**config.mk**
```make
export PLATFORM = sky130hd
export DESIGN_NAME = sram_access_sequencer
export DESIGN_NICKNAME = d
export VERILOG_FILES = /design/src/rtl/sram_access_sequencer.sv
export SDC_FILE = /design/constraint.sdc
export NUM_CORES = 1
export LEC_CHECK = 0
export BUFFER_PORTS_ARGS = -buffer_cell sky130_fd_sc_hd__buf_4
export CORE_MARGIN = 4
export CORE_UTILIZATION = 43
export CTS_BUF_LIST = sky130_fd_sc_hd__clkbuf_4 sky130_fd_sc_hd__clkbuf_8 sky130_fd_sc_hd__clkbuf_16
export DETAILED_ROUTE_END_ITERATION = 7
export GPL_TIMING_DRIVEN = 1
export PLACE_DENSITY = 0.81
export SLEW_MARGIN = 10
export SYNTH_ARGS = -nofsm -noshare
export SYNTH_HDL_FRONTEND = slang
export SYNTH_SLANG_ARGS = --single-unit
```
**constraint.sdc**
```tcl
create_clock -name CLOCK_50_I -period 2.88 [get_ports CLOCK_50_I]
set_input_delay 0.72 -clock CLOCK_50_I [delete_from_list [all_inputs] [get_ports CLOCK_50_I]]
set_output_delay 0.72 -clock CLOCK_50_I [all_outputs]
set_load 0.01 [all_outputs]
```
**src/rtl/sram_access_sequencer.sv**
```systemverilog
// sram_access_sequencer
// Sequences one decode pass (UART load -> IDCT M2 -> CSC M1 -> display) and
// owns the single SRAM controller port, granting it to one client per state.
// Stage starts are one-cycle registered pulses; each WAIT state is guarded
// by a watchdog that traps a hung stage in S_ERR.
module sram_access_sequencer #(
  parameter int unsigned TIMEOUT_CYCLES = 50000000,
  parameter int unsigned WD_WIDTH       = 26,
  parameter int unsigned GAP_CYCLES     = 2
) (
  input  logic        CLOCK_50_I,
  input  logic        resetn,
  input  logic        uart_start,
  input  logic        uart_done,
  input  logic        M2_finish,
  input  logic        M1_finish,
  input  logic [17:0] uart_addr,
  input  logic [15:0] uart_wdata,
  input  logic        uart_we_n,
  input  logic [17:0] idct_addr,
  input  logic [15:0] idct_wdata,
  input  logic        idct_we_n,
  input  logic [17:0] csc_addr,
  input  logic [15:0] csc_wdata,
  input  logic        csc_we_n,
  input  logic [17:0] vga_addr,
  output logic [17:0] SRAM_address,
  output logic [15:0] SRAM_write_data,
  output logic        SRAM_we_n,
  output logic        M2_start,
  output logic        M1_start,
  output logic        VGA_enable,
  output logic        done,
  output logic        timeout_err,
  output logic [3:0]  state_o
);

  localparam logic [3:0] S_IDLE     = 4'd0;
  localparam logic [3:0] S_UART     = 4'd1;
  localparam logic [3:0] S_M2_START = 4'd2;
  localparam logic [3:0] S_M2_WAIT  = 4'd3;
  localparam logic [3:0] S_GAP      = 4'd4;
  localparam logic [3:0] S_M1_START = 4'd5;
  localparam logic [3:0] S_M1_WAIT  = 4'd6;
  localparam logic [3:0] S_DONE     = 4'd7;
  localparam logic [3:0] S_ERR      = 4'd8;

  localparam int unsigned GAP_W = (GAP_CYCLES > 1) ? $clog2(GAP_CYCLES) : 1;

  localparam logic [WD_WIDTH-1:0] WD_LAST  = WD_WIDTH'(TIMEOUT_CYCLES - 1);
  localparam logic [GAP_W-1:0]    GAP_LAST = GAP_W'(GAP_CYCLES - 1);

  logic [3:0]          state_q, state_d;
  logic [WD_WIDTH-1:0] wd_q, wd_d;
  logic [GAP_W-1:0]    gap_q, gap_d;
  logic                m2_start_q, m2_start_d;
  logic                m1_start_q, m1_start_d;
  logic                vga_en_q, vga_en_d;
  logic                done_q, done_d;
  logic                terr_q, terr_d;

  // Next-state, watchdog, gap counter and sticky error decode.
  always_comb begin
    state_d = state_q;
    wd_d    = wd_q;
    gap_d   = gap_q;
    terr_d  = terr_q;

    case (state_q)
      S_IDLE: begin
        if (uart_start) state_d = S_UART;
      end
      S_UART: begin
        if (uart_done) state_d = S_M2_START;
      end
      S_M2_START: begin
        wd_d    = '0;
        state_d = S_M2_WAIT;
      end
      S_M2_WAIT: begin
        // Finish is checked first so it wins over a same-cycle expiry.
        if (M2_finish) begin
          gap_d   = '0;
          state_d = S_GAP;
        end else if (wd_q == WD_LAST) begin
          terr_d  = 1'b1;
          state_d = S_ERR;
        end else begin
          wd_d = wd_q + WD_WIDTH'(1);
        end
      end
      S_GAP: begin
        if (gap_q == GAP_LAST) begin
          state_d = S_M1_START;
        end else begin
          gap_d = gap_q + GAP_W'(1);
        end
      end
      S_M1_START: begin
        wd_d    = '0;
        state_d = S_M1_WAIT;
      end
      S_M1_WAIT: begin
        if (M1_finish) begin
          state_d = S_DONE;
        end else if (wd_q == WD_LAST) begin
          terr_d  = 1'b1;
          state_d = S_ERR;
        end else begin
          wd_d = wd_q + WD_WIDTH'(1);
        end
      end
      S_DONE: begin
        state_d = S_IDLE;
      end
      S_ERR: begin
        if (uart_start) begin
          terr_d  = 1'b0;
          state_d = S_UART;
        end
      end
      default: begin
        state_d = S_IDLE;
      end
    endcase
  end

  // Registered strobes decoded from the next state, so each is high exactly
  // while the FSM sits in the state that owns it.
  always_comb begin
    m2_start_d = (state_d == S_M2_START);
    m1_start_d = (state_d == S_M1_START);
    done_d     = (state_d == S_DONE);
    case (state_d)
      S_UART, S_M2_START, S_M2_WAIT, S_GAP, S_M1_START, S_M1_WAIT: vga_en_d = 1'b0;
      default:                                                      vga_en_d = 1'b1;
    endcase
  end

  // State and output registers with asynchronous active-low reset.
  always_ff @(posedge CLOCK_50_I or negedge resetn) begin
    if (!resetn) begin
      state_q    <= S_IDLE;
      wd_q       <= '0;
      gap_q      <= '0;
      m2_start_q <= 1'b0;
      m1_start_q <= 1'b0;
      vga_en_q   <= 1'b1;
      done_q     <= 1'b0;
      terr_q     <= 1'b0;
    end else begin
      state_q    <= state_d;
      wd_q       <= wd_d;
      gap_q      <= gap_d;
      m2_start_q <= m2_start_d;
      m1_start_q <= m1_start_d;
      vga_en_q   <= vga_en_d;
      done_q     <= done_d;
      terr_q     <= terr_d;
    end
  end

  // SRAM port mux: combinational from the registered state, zero latency.
  always_comb begin
    SRAM_address    = '0;
    SRAM_write_data = '0;
    SRAM_we_n       = 1'b1;
    case (state_q)
      S_IDLE, S_DONE, S_ERR: begin
        SRAM_address = vga_addr;
      end
      S_UART: begin
        SRAM_address    = uart_addr;
        SRAM_write_data = uart_wdata;
        SRAM_we_n       = uart_we_n;
      end
      S_M2_START, S_M2_WAIT: begin
        SRAM_address    = idct_addr;
        SRAM_write_data = idct_wdata;
        SRAM_we_n       = idct_we_n;
      end
      S_M1_START, S_M1_WAIT: begin
        SRAM_address    = csc_addr;
        SRAM_write_data = csc_wdata;
        SRAM_we_n       = csc_we_n;
      end
      default: begin
        SRAM_address    = '0;
        SRAM_write_data = '0;
        SRAM_we_n       = 1'b1;
      end
    endcase
  end

  assign M2_start    = m2_start_q;
  assign M1_start    = m1_start_q;
  assign VGA_enable  = vga_en_q;
  assign done        = done_q;
  assign timeout_err = terr_q;
  assign state_o     = state_q;

endmodule

```
# [Word level (Yosys, flattened, before mapping)]
# Index checks and enable logic that the tools add are counted.
[word_totals] reg_bits=36
[op_classes] add_sub_neg=2 eq_ne=20 mux=23 n_reduce_logical=13
[op_table] cell="2-to-1 mux 26 bit" n=3
[op_table] cell="one-hot mux 26 bit (3 select lines)" n=1
[op_table] cell="one-hot mux 18 bit (4 select lines)" n=1
[op_table] cell="one-hot mux 16 bit (3 select lines)" n=1
[op_table] cell="== test 4 x 3 -> 1 bit, second input constant" n=8
[op_table] cell="one-hot mux 4 bit (7 select lines)" n=1
[op_table] cell="adder 26 x 1 -> 26 bit, second input constant" n=1
[op_table] cell="== test 26 bit, second input constant" n=1
[op_table] cell="2-to-1 mux 4 bit" n=6
[op_table] cell="== test 4 x 2 -> 1 bit, second input constant" n=4
[op_table] cell="== test 4 x 1 -> 1 bit, second input constant" n=2
[op_table] cell="!= test 2 bit, second input constant" n=4
[op_table] cell="OR reduction 2 bit" n=4
[op_table] cell="2-to-1 mux 1 bit" n=7
[op_table] cell="one-hot mux 1 bit (3 select lines)" n=2
[op_table] cell="nonzero test 3 bit" n=2
[op_table] cell="OR reduction 6 bit" n=1
[op_table] cell="== test 4 bit, second input constant" n=1
[op_table] cell="zero test 4 bit" n=1
[op_table] cell="AND reduction 4 bit" n=1
[op_table] cell="AND reduction 3 bit" n=1
[op_table] cell="OR reduction 3 bit" n=1
[op_table] cell="one-hot mux 1 bit (2 select lines)" n=1
[op_table] cell="AND reduction 2 bit" n=1
[op_table] cell="other kinds (2)" n=2

# [Depth between registers and ports, before layout]
# Gate-level depths: netlist of the first run.
[depth] word_depth=7 mapped_depth=9

# [Worst setup path before layout of the first run]
# OpenSTA, ideal clock, no wires.
[synth_timing] path_kind="register -> output" from="register state_q[0] (netlist: state_o[0])" to="output port SRAM_address[13]" arrival_ps=1849 t_required_ps=2160 path_slack_ps=311 path_stages_with_launch=8 path_cell_list="dfrtp_1 -> clkbuf_1 -> nor3_1 -> a31o_2 -> clkbuf_1 -> buf_1 -> nand2_1 -> nand2_1"
[synth_via] elab_chain_cells=3 elab_cells_between_ends=12 classes_between="7 x eq/ne; 1 x mux; 4 x reduce/logical"
[synth_rtl] element="from (decl)" line_no="53" text="logic [3:0] state_q, state_d;"
[synth_rtl] element="from (signal assigned)" line_no="152" text="state_q <= state_d;"
[synth_rtl] element="== test 4 x 3 -> 1 bit (tied with other cells)" line_no="168" text="case (state_q)"
[synth_rtl] element="OR reduction 3 bit / OR reduction 2 bit (equally long branches)" line_no="168"
[synth_rtl] element="one-hot mux 18 bit (4 select lines) (*)" line_no="168"
[synth_rtl] element="to (decl)" line_no="27" text="output logic [17:0] SRAM_address,"
# Mark *: on every way between the ends. The rest lies on a longest branch, timed or not.

# [Worst setup path in the final report of the first run]
[layout_timing] from="register state_q[0] (netlist: state_o[0])" to="output port SRAM_write_data[12]"
[layout_via] elab_chain_cells=3 elab_cells_between_ends=8 classes_between="5 x eq/ne; 1 x mux; 2 x reduce/logical"
[layout_rtl] element="== test 4 x 3 -> 1 bit / == test 4 x 2 -> 1 bit (equally long branches)" line_no="168"
[layout_rtl] element="OR reduction 2 bit" line_no="168"
[layout_rtl] element="one-hot mux 16 bit (3 select lines) (*)" line_no="168"
[layout_rtl] element="to (decl)" line_no="28" text="output logic [15:0] SRAM_write_data,"
# Marked as above.

==> results of run 1 <==
-- final timing paths --
check	start	endpoint	slack (ns)	depth (start not counted)
max in group asynchronous	resetn	VGA_enable$_DFF_PN1_	2.16	1
worst max register to register	state_o[2]$_DFF_PN0_	wd_q[16]$_DFFE_PN0P_	0.62	6
worst max-delay path	state_o[0]$_DFF_PN0_	SRAM_write_data[12]	0.06	6
min in group CLOCK_50_I	wd_q[5]$_DFFE_PN0P_	wd_q[5]$_DFFE_PN0P_	0.51	1
worst min register to register	wd_q[5]$_DFFE_PN0P_	wd_q[5]$_DFFE_PN0P_	0.51	1
worst min-delay path	resetn	wd_q[23]$_DFFE_PN0P_	0.37	1
-- final cells by class --
type,instances,area [um^2]
inverters,22,82.6
multi-input cells,244,1640
flip-flops and latches,36,903
clock buffers,5,68.8
clock inverters,3,18.8
well taps,75,93.8
fillers,514,1840
repair buffers,181,1380
-- synth_stat cells, drive strengths merged, types with 2 or more instances --
| cell | number |
|---|---|
| a211oi | 2 |
| a21oi | 19 |
| a222oi | 35 |
| a31o | 2 |
| a31oi | 2 |
| and2 | 4 |
| and3 | 4 |
| and4 | 4 |
| buf | 6 |
| clkbuf | 19 |
| dfrtp | 35 |
| inv | 22 |
| mux2i | 4 |
| nand2 | 55 |
| nand2b | 2 |
| nand3 | 14 |
| nand4 | 5 |
| nor2 | 20 |
| nor2b | 4 |
| nor3 | 4 |
| nor3b | 3 |
| nor4 | 5 |
| o21ai | 10 |
| o311ai | 2 |
| o31ai | 9 |
| or4 | 9 |
| or4b | 2 |
| xnor2 | 9 |
-- state kept, by name, summed over array words and instances (netlist names) --
| name | cells |
|---|---|
| done | 1 |
| M2_start | 1 |
| timeout_err | 1 |
| gap_q | 1 |
| M1_start | 1 |
| wd_q | 26 |
| VGA_enable | 1 |
| state_o | 4 |
-- layer usage --
metal,up-vias,share of wire (%),track usage (%)
met5,-,0,0
met4,0,2.3,8.09
met3,22,9.6,7.66
met2,188,50,44.6
met1,1564,38,32.9
li1,1570,-,-
-- logic make-up (layout without fill, tap and decap cells) --
| group | Yosys count | in the layout | share of synthesized area [%] |
|---|---|---|---|
| muxes | 4 | 4 | 1.47 |
| adders and majority gates | 1 | 1 | 0.460 |
| xor gates and xnor gates | 10 | 10 | 3.22 |
| AOI/OAI and AO/OA | 89 | 89 | 26.4 |
| buffers and inverters | 47 | 211 | 7.69 |
| DFF | 36 | 36 | 33.2 |
| and+or+nand+nor | 140 | 140 | 27.5 |
-- power by group through the flow --
stage / combinational, W / clock (W) / sequential, W
floorplan: 0.00133 / 0 / 0.000630
global placement: 0.00243 / 0 / 0.000625
detailed placement: 0.00247 / 0 / 0.000628
CTS: 0.00249 / 0.000366 / 0.000621
global route: 0.00270 / 0.000392 / 0.000629
finish: 0.00251 / 0.000366 / 0.000620
-- through the flow --
| stage | util (%) | setup slack, ns | instance area (um^2) | std cells |
|---|---|---|---|---|
| floorplan | - | 0.311 | 2720 | 327 |
| global placement | 67.5 | 0.246 | 4070 | 558 |
| detailed placement | 67.5 | 0.307 | 4070 | 558 |
| CTS | 69.2 | 0.0161 | 4170 | 566 |
| global route | 69.4 | 0.00392 | 4180 | 566 |
| finish | 69.4 | 0.0573 | 4180 | 566 |
-- timing repair --
action,CTS,global route
endpoints found under the setup margin,5,34
endpoints found under the hold margin,0,0
resized for setup,2,4
setup buffers,0,0
pin swaps,1,1
-- placed cells by master (no fill, tap or decap), types with 2 or more instances in the layout --
cell type and count:
nor4_1 4, mux2i_1 4, nor2b_1 4, o311ai_0 2
a222oi_1 35, xnor2_1 9, or4_1 9, a211oi_1 2
buf_4 178, nand4_1 5, nand2_1 55, o21ai_1 3
inv_1 22, dfrtp_1 34, and3_1 4, nand3_1 14
nand2b_1 2, a21oi_1 17, and4_1 4, buf_6 2
clkbuf_8 5, clkinv_2 2, nor2_1 19, o31ai_1 8
a31oi_1 2, nor3_1 3, and2_1 3, a21oi_2 2
o21ai_0 7
==> run_results.csv, run 1 <==
group,metric,value,unit
setup_path,cp.required,2.16,ns
route,via_per_inst,5.91,
floorplan,num_rows,28,
yosys,yosysUniqueCellTypes,56,
setup_path,cp_top_family,"compound AO/OA/AOI/OAI gates",
timing,rsz0062_at_grt,"no",
placed_design,place.gp.congestion,0.841,
layout,final_nets,620,
pwr,power_density,837,mW/mm^2
timing,drv_slew,0,
timing,holdWs,0.371,ns
timing,finalSetupViolCount,0,
route,wirelength,10800,um
floorplan,initial_core_util,45.1,%
route,drc_errors,0,
clocking,clkLatencyLatePin,0.30,ns
pwr,switching_share,45.0,%
route,detail-route-antenna-nets,0,
global_routing,track_usage,26.5,%
timing,fin_skew,0.00909,ns
clocking,cts_sinks,36,
pwr,power.total,0.00350,W
setup_path,cp_max_fo,35,
setup_path,worst_setup_path_end_kind,"primary output",
global_routing,antenna_found_initial,0,
pwr,p_seq_share,17.7,%
run_status,status,"finished, final reports clean",
setup_path,crit_slowest_cell,"a222oi_1",
global_routing,overflow,0,
timing,period_minus_slack,2.82,ns
yosys,seq_area_frac_synth,33.2,%
yosys,synth_top_cell_by_area,"dfrtp_1",
timing,hold_viol_final,0,
layout,antenna_cells,0,
clocking,cts_inserted_buffers,5,
yosys,yosysWarnings,0,
clocking,cts_tree,"done",
clocking,path_clk_slew,0.08,ns
placed_design,numPortBuffers,172,
yosys,synth_top_area_share,32.2,%
placed_design,hpwl,8570,um
setup_path,crit_type,"reg -> out",
route,firstDrtPassIters,8,
run,cap_violations,0,
yosys,synth_seq_cells,36,
timing,slew-limit-headroom,64.6,%
floorplan,fp.dieH,87.5,um
clocking,cts.hold.buffers_added,0,
layout,area_growth,53.9,%
pwr,internal_power,0.00193,W
floorplan,core_area,0.00603,mm^2
clocking,clock_path_buffers,2,
yosys,netlist_instances,327,
floorplan,dieArea,0.00766,mm^2
setup_path,arrival,2.10,ns
global_routing,grt_pass1_vias,3237,
min_path,hp-class,"in -> async",
global_routing,grt_max_degree,37,
route,drtIter0Drc,377,
pwr,peakVddDrop,0.000802,V
yosys,async_flop_share,100,%
layout,drive_gt1_share,42.6,%
setup_path,startpoint_type,"flop",
setup_path,max_stage_delay,0.56,ns
pwr,clkPwrFrac,10.5,%
route,routedWlPerCell,19.1,um
yosys,syn_area_per_cell,8.31,um^2
yosys,synth_fp_nets,457,
route,vias,3344,
yosys,netlist_area,0.00272,mm^2
timing,min_period_over_period,98.0,%
setup_path,path_buf_inv,3,
floorplan,ioPinCount,173,
yosys,synth_edf_count,0,
yosys,synthTopCellsByArea,"dfrtp_1 (32%), a222oi_1 (13%), nand2_1 (7.6%), a21oi_1 (3.1%), inv_1 (3.0%)",
timing,tightest_slew,0.532,ns
timing,setup-tns-final,0,ns
timing,max_freq,354,MHz
clocking,htreeDepth,2,
pwr,p_sw,0.00157,W
yosys,synth_flop_cell,"dfrtp_1",
pwr,power.leakage,2.08,nW
pwr,p_comb_share,71.8,%
floorplan,die-width,87.5,um
clocking,clockRootBuffer,"clkbuf_8",
setup_path,crit_chain,"xor2_1 > and2_1 > buf_6 > a222oi_1 > inv_1 > buf_4",
global_routing,grt_pass1_wl,16000,um
(Power assumes the default switching activity.)
==> run 2, diff against run 1 <==
- BUFFER_PORTS_ARGS: -buffer_cell sky130_fd_sc_hd__buf_4 -> -buffer_cell sky130_fd_sc_hd__buf_2
==> run 2 against run 1 <==
Compared with the run above:
- power is 5.2% lower
- critical path depth stayed put
- sequential power decreased by 0.6%
- routed wire length shrank 3.5%
- clock-buffer cell count increased by 3
- final area shrank 9.8%
- maximum frequency down 1.2%
- first-iteration DRC count shrank 0.80%
- combinational power down 8%
- clock skew increased by 0.00053 ns
==> run_results.csv, run 2 (synthesis results as in run 1) <==
group,metric,value,unit
setup_path,crit_type,"reg -> out",
route,firstDrtPassIters,6,
global_routing,antenna_found_initial,0,
pwr,clkPwrFrac,11.6,%
route,vias,3352,
setup_path,startpoint_type,"flop",
route,detail-route-antenna-nets,0,
placed_design,hpwl,8050,um
route,routedWlPerCell,18.4,um
pwr,internal_power,0.00178,W
clocking,cts_sinks,36,
floorplan,core_area,0.00603,mm^2
floorplan,dieArea,0.00766,mm^2
global_routing,overflow,0,
placed_design,dp_slack,0.0974,ns
pwr,peakVddDrop,0.000637,V
placed_design,numPortBuffers,172,
floorplan,fp.dieH,87.5,um
timing,max_freq,350,MHz
setup_path,worst_setup_path_end_kind,"primary output",
timing,period_minus_slack,2.86,ns
layout,final_common_cell,"buf_2",
timing,fin_skew,0.00962,ns
placed_design,place.gp.congestion,0.841,
clocking,cts_inserted_buffers,5,
run_status,status,"finished, final reports clean",
setup_path,cp_max_fo,18,
layout,final_util,62.6,%
placed_design,dp_cells,557,
pwr,p_comb_share,69.9,%
layout,n_fill_cell,535,
timing,slew-limit-headroom,45.5,%
global_routing,grt_pass1_wl,15200,um
pwr,power.total,0.00332,W
layout,drive_gt1_share,42.7,%
min_path,hp-class,"reg -> reg",
clocking,cts_tree,"done",
clocking,cts.hold.buffers_added,0,
layout,final_nets,621,
pwr,p_sw,0.00154,W
global_routing,grt_pass1_vias,3131,
pwr,switching_share,46.3,%
timing,tightest_slew,0.817,ns
setup_path,r2r_slack,0.63,ns
timing,rsz0062_at_grt,"yes",
run,cap_violations,0,
timing,drv_slew,0,
route,drtIter0Drc,374,
timing,hold_viol_final,0,
layout,antenna_cells,0,
setup_path,r2r_cells,6,
clocking,clkLatencyLatePin,0.28,ns
layout,most-common-layout-cells,"buf_2 (172), nand2_1 (55), a222oi_1 (35), dfrtp_1 (34), inv_1 (22)",
floorplan,ioPinCount,173,
pwr,power_density,879,mW/mm^2
floorplan,initial_core_util,45.1,%
timing,min_period_over_period,99.2,%
layout,largest_register,"wd_q",
clocking,path_clk_slew,0.07,ns
route,drc_errors,0,
global_routing,grt_max_degree,37,
pwr,power.leakage,1.97,nW
setup_path,arrival,2.14,ns
layout,stdcell_count,567,
pwr,p_seq_share,18.6,%
layout,area_growth,38.8,%
min_path,hold_depth,1,
timing,fin_ws,0.0216,ns
floorplan,num_rows,28,
clocking,clockRootBuffer,"clkbuf_8",
timing,finalSetupViolCount,0,
global_routing,track_usage,25.0,%
layout,largest_register_ffs,26,
clocking,clock_path_buffers,2,
setup_path,cp.required,2.16,ns
route,via_per_inst,5.91,
floorplan,die-width,87.5,um
route,wirelength,10400,um
clocking,htreeDepth,2,
==> run 2: path summary, 6_finish.rpt <==
path / startpoint / to
worst max-delay path: state_o[0]$_DFF_PN0_ / SRAM_address[17]
worst min-delay path: wd_q[5]$_DFFE_PN0P_ / wd_q[5]$_DFFE_PN0P_
worst max register to register: state_o[2]$_DFF_PN0_ / wd_q[16]$_DFFE_PN0P_
worst min register to register: wd_q[5]$_DFFE_PN0P_ / wd_q[5]$_DFFE_PN0P_
max in group asynchronous: resetn / state_o[1]$_DFF_PN0_
min in group asynchronous: resetn / wd_q[23]$_DFFE_PN0P_
==> run 2: timing repair <==
action / CTS / global route
setup endpoints to repair: 34 / 19
gates resized for setup: 3 / 5
cloned: 0 / 1
setup buffers: 0 / 1
pin swaps: 1 / 1
==> run 2: worst max-delay path: stages, from the launching register on <==
cell     delay, ns
dfrtp_1       0.44
buf_4         0.20
nor3_1        0.38
a31o_2        0.43
nand2_1       0.16
nand2_1       0.10
buf_2         0.13
==> run 2: metrics by stage <==
step | cell area (um^2) | hold WS [ns] | setup TNS [ns]
6_report | 3770 | 0.509 | 0
5_1_grt | 3770 | 0.540 | -0.934
4_1_cts | 3720 | 0.506 | 0
3_5_place_dp | 3620 | 0.500 | 0
3_3_place_gp | 3620 | 0.475 | 0
2_1_floorplan | 2720 | 0.424 | 0
==> run 2: area by class of cell <==
class | count | area [um^2] | share of cell area (%)
clock buffers | 8 | 97.6 | 2.59
well taps | 75 | 93.8 | 2.49
flip-flops and latches | 36 | 903 | 23.9
inverters | 22 | 82.6 | 2.19
repair buffers | 182 | 970 | 25.7
multi-input cells | 244 | 1630 | 43.1
==> run 2: power groups by stage <==
stage | combinational, W | clock (W) | sequential, W
after floorplan | 0.00133 | 0 | 0.000630
after global placement | 0.00210 | 0 | 0.000617
after detailed placement | 0.00214 | 0 | 0.000620
after CTS | 0.00216 | 0.000395 | 0.000614
after global routing | 0.00251 | 0.000412 | 0.000623
final | 0.00232 | 0.000383 | 0.000616
==> run 2: per-layer routing <==
layer | up-vias | global-route usage, % | part of all wire [%]
li1 | 1575 | - | -
met1 | 1598 | 31.5 | 40
met2 | 164 | 41.8 | 50
met3 | 15 | 6.24 | 8.1
met4 | 0 | 8.51 | 2.4
met5 | - | 0 | 0
